$ cat src/rtl/id_pkg.sv
// ----------------------------------------------------------------------------
// id_pkg
//   Shared constants and helpers for the decode/forwarding stage.
//   XLEN / NREG    : default datapath width and architectural register count
//   AW             : register address width
//   FS2DS_W        : width of the {inst, pc} payload from IF
//   MAX_FWD        : largest bypass-source count supported by fwd_sel
//   fwd_sel()      : one-hot producer vector -> binary producer index
// ----------------------------------------------------------------------------
package id_pkg;

    localparam int XLEN    = 32;
    localparam int NREG    = 32;
    localparam int AW      = $clog2(NREG);
    localparam int FS2DS_W = 2 * XLEN;

    localparam int MAX_FWD = 16;
    localparam int FWD_IW  = $clog2(MAX_FWD);

    // OR-reduction encoder: exact for one-hot inputs, which is all the
    // bypass network ever feeds it. An all-zero vector encodes to 0.
    function automatic logic [FWD_IW-1:0] fwd_sel(input logic [MAX_FWD-1:0] onehot);
        logic [FWD_IW-1:0] idx;
        idx = '0;
        for (int i = 0; i < MAX_FWD; i++) begin
            if (onehot[i]) begin
                idx = idx | FWD_IW'(i);
            end
        end
        return idx;
    endfunction

endpackage

$ cat src/rtl/id_fwd_stage_regfile.sv
// ----------------------------------------------------------------------------
// regfile_p
//   Architectural register file: two combinational read ports, one write port
//   committed at the rising clock edge. Register 0 always reads as zero and is
//   never written. Contents are deliberately not reset.
//   clk            : clock
//   we/waddr/wdata : write port
//   raddr1/rdata1  : read port 1
//   raddr2/rdata2  : read port 2
// ----------------------------------------------------------------------------
module regfile_p #(
    parameter int XLEN = 32,
    parameter int NREG = 32,
    localparam int AW  = $clog2(NREG)
) (
    input  logic            clk,
    input  logic            we,
    input  logic [AW-1:0]   waddr,
    input  logic [XLEN-1:0] wdata,
    input  logic [AW-1:0]   raddr1,
    output logic [XLEN-1:0] rdata1,
    input  logic [AW-1:0]   raddr2,
    output logic [XLEN-1:0] rdata2
);

    logic [XLEN-1:0] mem_q [NREG];

    always_ff @(posedge clk) begin
        if (we && (waddr != '0)) begin
            mem_q[waddr] <= wdata;
        end
    end

    assign rdata1 = (raddr1 == '0) ? '0 : mem_q[raddr1];
    assign rdata2 = (raddr2 == '0) ? '0 : mem_q[raddr2];

endmodule

$ cat src/rtl/id_fwd_stage.sv
// ----------------------------------------------------------------------------
// id_fwd_stage
//   Decode-stage pipeline register between IF and EX. Holds the {inst, pc}
//   payload and resolves both source operands from the register file, the WB
//   write port and NFWD in-flight producers (index 0 = youngest). Stalls when
//   the youngest matching producer has no result yet. Supports flush,
//   branch-kill of the wrong-path fetch, and a saturating stall counter.
//   Ports:
//     clk, resetn            : clock, synchronous active-low reset
//     fs2ds_valid/bus        : IF payload {inst, pc}; ds_allowin back to IF
//     es_allowin/ds2es_valid : handshake to EX
//     ds_inst, ds_pc         : latched payload
//     dec_raddr1/2, need1/2  : source addresses and use flags from the decoder
//     br_taken, flush        : redirect from ID, flush from later stages
//     fwd_we/waddr/wdata/rdy : NFWD producer bypass buses (slice i = producer i)
//     wb_we/waddr/wdata      : register file write port
//     rj_value, rkd_value    : resolved operands
//     stall_cnt              : saturating interlock-cycle count
// ----------------------------------------------------------------------------
module id_fwd_stage #(
    parameter int XLEN  = 32,
    parameter int NREG  = 32,
    parameter int NFWD  = 3,
    parameter int CNT_W = 32,
    localparam int AW   = $clog2(NREG)
) (
    input  logic                 clk,
    input  logic                 resetn,
    input  logic                 fs2ds_valid,
    output logic                 ds_allowin,
    input  logic [2*XLEN-1:0]    fs2ds_bus,
    input  logic                 es_allowin,
    output logic                 ds2es_valid,
    output logic [XLEN-1:0]      ds_inst,
    output logic [XLEN-1:0]      ds_pc,
    input  logic [AW-1:0]        dec_raddr1,
    input  logic [AW-1:0]        dec_raddr2,
    input  logic                 dec_need1,
    input  logic                 dec_need2,
    input  logic                 br_taken,
    input  logic                 flush,
    input  logic [NFWD-1:0]      fwd_we,
    input  logic [NFWD*AW-1:0]   fwd_waddr,
    input  logic [NFWD*XLEN-1:0] fwd_wdata,
    input  logic [NFWD-1:0]      fwd_rdy,
    input  logic                 wb_we,
    input  logic [AW-1:0]        wb_waddr,
    input  logic [XLEN-1:0]      wb_wdata,
    output logic [XLEN-1:0]      rj_value,
    output logic [XLEN-1:0]      rkd_value,
    output logic [CNT_W-1:0]     stall_cnt
);

    import id_pkg::*;

    logic             ds_valid_q, ds_valid_d;
    logic [XLEN-1:0]  ds_inst_q, ds_inst_d;
    logic [XLEN-1:0]  ds_pc_q, ds_pc_d;
    logic [CNT_W-1:0] stall_cnt_q, stall_cnt_d;

    logic [XLEN-1:0]  rf_rdata1, rf_rdata2;
    logic             ready_go;
    logic             ds_fire;
    logic             br_kill;

    regfile_p #(
        .XLEN (XLEN),
        .NREG (NREG)
    ) u_regfile (
        .clk    (clk),
        .we     (wb_we),
        .waddr  (wb_waddr),
        .wdata  (wb_wdata),
        .raddr1 (dec_raddr1),
        .rdata1 (rf_rdata1),
        .raddr2 (dec_raddr2),
        .rdata2 (rf_rdata2)
    );

    // Producer buses padded out to MAX_FWD entries so the encoded winner index
    // can address them directly; padding entries are never selected.
    logic [XLEN-1:0]    fwd_data [MAX_FWD];
    logic [MAX_FWD-1:0] rdy_pad;

    genvar gi;
    generate
        for (gi = 0; gi < MAX_FWD; gi++) begin : g_pad
            if (gi < NFWD) begin : g_real
                assign fwd_data[gi] = fwd_wdata[gi*XLEN +: XLEN];
                assign rdy_pad[gi]  = fwd_rdy[gi];
            end else begin : g_zero
                assign fwd_data[gi] = '0;
                assign rdy_pad[gi]  = 1'b0;
            end
        end
    endgenerate

    // One bypass network per source operand (0 = rj, 1 = rk/rd).
    genvar gs;
    generate
        for (gs = 0; gs < 2; gs++) begin : g_src
            logic [AW-1:0]      addr;
            logic               need;
            logic [XLEN-1:0]    rf_val;
            logic [NFWD-1:0]    match;
            logic [NFWD-1:0]    win;
            logic [MAX_FWD-1:0] win_pad;
            logic [FWD_IW-1:0]  sel;
            logic               any_fwd;
            logic               wb_match;
            logic [XLEN-1:0]    val;
            logic               stall;

            assign addr   = (gs == 0) ? dec_raddr1 : dec_raddr2;
            assign need   = (gs == 0) ? dec_need1  : dec_need2;
            assign rf_val = (gs == 0) ? rf_rdata1  : rf_rdata2;

            for (gi = 0; gi < NFWD; gi++) begin : g_match
                assign match[gi] = fwd_we[gi]
                                 & (fwd_waddr[gi*AW +: AW] == addr)
                                 & (addr != '0);
            end

            // Youngest matching producer wins; older ones are shadowed.
            always_comb begin
                win = '0;
                for (int i = 0; i < NFWD; i++) begin
                    if (match[i] && (win == '0)) begin
                        win[i] = 1'b1;
                    end
                end
            end

            always_comb begin
                win_pad           = '0;
                win_pad[NFWD-1:0] = win;
            end

            assign sel      = fwd_sel(win_pad);
            assign any_fwd  = |match;
            assign wb_match = wb_we & (wb_waddr == addr) & (addr != '0);

            assign val   = any_fwd  ? fwd_data[sel] :
                           wb_match ? wb_wdata      : rf_val;
            // Only the winner's readiness matters.
            assign stall = need & any_fwd & ~rdy_pad[sel];
        end
    endgenerate

    assign ready_go    = ~(g_src[0].stall | g_src[1].stall);
    assign ds_allowin  = ~ds_valid_q | (ready_go & es_allowin);
    assign ds2es_valid = ds_valid_q & ready_go & ~flush;
    assign ds_fire     = ds2es_valid & es_allowin;
    // A taken branch leaving ID means whatever IF offers this cycle is wrong-path.
    assign br_kill     = ds_fire & br_taken;

    always_comb begin
        ds_valid_d  = ds_valid_q;
        ds_inst_d   = ds_inst_q;
        ds_pc_d     = ds_pc_q;
        stall_cnt_d = stall_cnt_q;

        if (flush) begin
            ds_valid_d = 1'b0;
        end else if (br_kill) begin
            ds_valid_d = 1'b0;
        end else if (ds_allowin) begin
            ds_valid_d = fs2ds_valid;
        end

        if (fs2ds_valid && ds_allowin && !flush && !br_kill) begin
            ds_inst_d = fs2ds_bus[2*XLEN-1:XLEN];
            ds_pc_d   = fs2ds_bus[XLEN-1:0];
        end

        if (ds_valid_q && !ready_go && !flush && !(&stall_cnt_q)) begin
            stall_cnt_d = stall_cnt_q + CNT_W'(1);
        end
    end

    always_ff @(posedge clk) begin
        if (!resetn) begin
            ds_valid_q  <= 1'b0;
            ds_inst_q   <= '0;
            ds_pc_q     <= '0;
            stall_cnt_q <= '0;
        end else begin
            ds_valid_q  <= ds_valid_d;
            ds_inst_q   <= ds_inst_d;
            ds_pc_q     <= ds_pc_d;
            stall_cnt_q <= stall_cnt_d;
        end
    end

    assign ds_inst   = ds_inst_q;
    assign ds_pc     = ds_pc_q;
    assign stall_cnt = stall_cnt_q;
    assign rj_value  = g_src[0].val;
    assign rkd_value = g_src[1].val;

endmodule

$ cat config.mk
export PLATFORM = sky130hd
export DESIGN_NAME = id_fwd_stage
export DESIGN_NICKNAME = d
export VERILOG_FILES = /design/src/rtl/id_pkg.sv /design/src/rtl/id_fwd_stage_regfile.sv /design/src/rtl/id_fwd_stage.sv
export SDC_FILE = /design/constraint.sdc
export NUM_CORES = 2
export LEC_CHECK = 0
export CORE_MARGIN = 3
export CORE_UTILIZATION = 53
export CTS_CLUSTER_SIZE = 14
export DETAILED_ROUTE_END_ITERATION = 10
export PLACE_DENSITY = 0.76
export SETUP_SLACK_MARGIN = 0.5
export SLEW_MARGIN = 25
export SYNTH_ARGS = -nofsm -noshare
export SYNTH_HDL_FRONTEND = slang
export SYNTH_SLANG_ARGS = --single-unit
$ cat constraint.sdc
create_clock -name clk -period 3.1 [get_ports clk]
set_input_delay 0.31 -clock clk [delete_from_list [all_inputs] [get_ports clk]]
set_output_delay 0.31 -clock clk [all_outputs]
set_load 0.01 [all_outputs]
==> metrics <==
fin crit period=3.342 ns; # DRC=0; RSZ-0062 raised after global routing=yes; CP max-delay cell=mux4_2; post-route cell area=67110 µm²; CP Data Required Time=2.79 ns; share of the synthesized area in the top cell type=0.5755; Initial Utilization=0.5389; synthesized flop and latch total=1121; Rel. slew slack=0.3832; Max-Cap Viols=0; clk_lat worst skew=0.70 ns; DIE AREA=104700 µm²; share of layout cells above drive strength 1=0.4232; Die Span Y=323.5 µm; Top FF cell, synth=edfxtp_1; Critical Path Start Type=register; Crit Path Max Fanout=2; CTS tree=done; ys async rst share=0; Clock Tree Buf Depth=3; routed wire length=172700 µm; nets=3785; crit share post-route=1.078; die width=323.5 µm; HP Class=in -> reg; Final Core Density=0.6769; gr usage total=0.3302; endpoints failing hold=0; crit path DAT=3.03 ns; GPL Wtd Cong=0.8773; final setup vio count=48; Port Buf Inserts=398; synthesized cell area=53430 µm²; first-pass GRT wire length=248100 µm; post-DP HPWL=104300 µm; peak supply drop=0.5058 mV; cell chain of the critical path=buf_4, mux4_2, mux4_2, mux2_4, a221oi_2, a211oi_1, buf_2; failing checks=negative setup slack; Commonest cells post-synth=1024 x edfxtp_1, 640 x mux4_2, 194 x nand2_1; Final ANT Viol Nets=0; dpl cell area=62290 µm²; synth top area cells=edfxtp_1 58%, mux4_2 27%, dfxtp_1 3.6%; number of DRC markers in iteration 0=4680; Post-Syn Area per Cell=18.46 µm²; hold buffer count at CTS=0; count leader, synth=edfxtp_1; sequential area share after synthesis=0.6119; Slew Viols, Final=0; status=finished, violations left; kind of critical path=reg -> out; IO Pins=399; pin count of the biggest net entering global routing=63; First-pass DRT Iterations=5; # fillers=6106; Clock transition at path regs=0.06 ns; Rows=115; clock root cell=clkbuf_16; grt total ovfl=0; Netlist cell types=55; Worst Clk Skew=0.006060 ns; clk sink count=1121; number of synthesized flops with an enable pin=1024; sum of negative setup slack=-5.079 ns; Worst path max stage delay=0.51 ns; PD cells=521.7 nW/µm²; maximum achievable frequency=299.2 MHz; number of buffers created by CTS=114; critical path's most frequent cell=mux4_2; Slew @ Worst Pin=0.9253 ns; initial antenna violation count=0; Vias/cell=7.114; Synth warnings=0; H-tree Lvls=3; area grow syn2layout=25.60%; final setup margin=-0.2418 ns; via count=35090; Pwr Total=35.01 mW; Synth Instances=2894; vias in the first global route=35990; post-synth top area cell=edfxtp_1; Leak=21.80 nW; Crit. End Element=output port; Place WS=-0.5639 ns; Avg WL per Cell=35.01 µm; CORE AREA=99140 µm²
-- cells in the final DEF, fill, tap and decap left out, drive strengths merged, types with 43 or more instances in the layout --
master,n
edfxtp,1024
mux4,640
buf,436
clkdlybuf4s50,306
nand2,194
clkbuf,145
dfxtp,97
nor2,87
nand3,86
o21ai,72
a211oi,67
o22ai,63
clkinv,54
a21oi,43
-- kinds of logic after synthesis --
logic type / after synthesis / share of synthesized area
compound gates: 330 / 0.04154
other cells: 1 / 0.00007019
fa+ha+maj: 1 / 0.0002341
xor+xnor: 50 / 0.008196
simple gates: 451 / 0.03913
mux: 680 / 0.2780
buf+inv: 260 / 0.02096
flops: 1121 / 0.6119
-- path summary, 6_finish.rpt --
check | depth (start not counted) | end | slack (ns) | startpoint
worst max-delay path | 7 | rkd_value[0] | -0.24 | u_regfile.mem_q[27][0]
worst min-delay path | 3 | ds_inst[23] | 0.13 | resetn
worst max register to register | 8 | stall_cnt[31] | 0.64 | stall_cnt[3]
worst min register to register | 2 | ds_inst[21] | 0.45 | ds_inst[21]
-- worst max-delay path, delay by kind of cell (launching register included) --
kind | cells | cell delay, ns
muxes | 3 | 1.27
buffers and inverters | 2 | 0.30
AOI/OAI and AO/OA | 2 | 0.35
DFF | 1 | 0.40
-- state kept, by name (all words and copies together) (netlist names) --
signal           cells
u_regfile.mem_q   1024
ds_inst             32
ds_pc               32
stall_cnt           32
ds_valid_q           1
-- layout make-up --
class / instances / area, µm² / share of cell area
clock buffer: 142 / 2990 / 0.04456
antenna: 2 / 5.005 / 0.00007458
multi-input combinational: 1544 / 21340 / 0.3181
sequential: 1121 / 32690 / 0.4871
timing repair buffer: 760 / 7700 / 0.1147
tap: 1287 / 1610 / 0.02400
inverter: 6 / 22.52 / 0.0003356
clock inverter: 71 / 744.5 / 0.01109
-- layer usage --
metal,track usage,vias to the layer above,routed length (µm)
met4,0.1446,4,8055
met5,0.004082,-,303
met3,0.1012,503,23590
met2,0.5180,2758,82400
met1,0.4318,18150,58340
li1,-,13670,-
-- stage by stage --
stage,hold WS (ns),cells
after floorplan,0.4080,2925
after global placement,0.4437,4681
after detailed placement,0.4474,4681
after CTS,0.08972,4921
after global routing,0.1563,4931
final,0.1306,4933
-- power by group --
| group | total [mW] | internal (mW) | switching [mW] | leakage, nW |
|---|---|---|---|---|
| sequential | 16.9 | 16.7 | 0.126 | 10.0 |
| clock | 13.7 | 7.86 | 5.89 | 1.84 |
| combinational | 4.40 | 2.22 | 2.17 | 9.92 |
-- repair_timing --
item | CTS | global route
hold endpoints to repair | 0 | 0
endpoints found under the setup margin | 154 | 134
pin swaps | 96 | 76
resized for setup | 449 | 62
setup buffers | 26 | 8
cloned | 1 | 2
No activity file was read; power rests on OpenSTA's default activity.
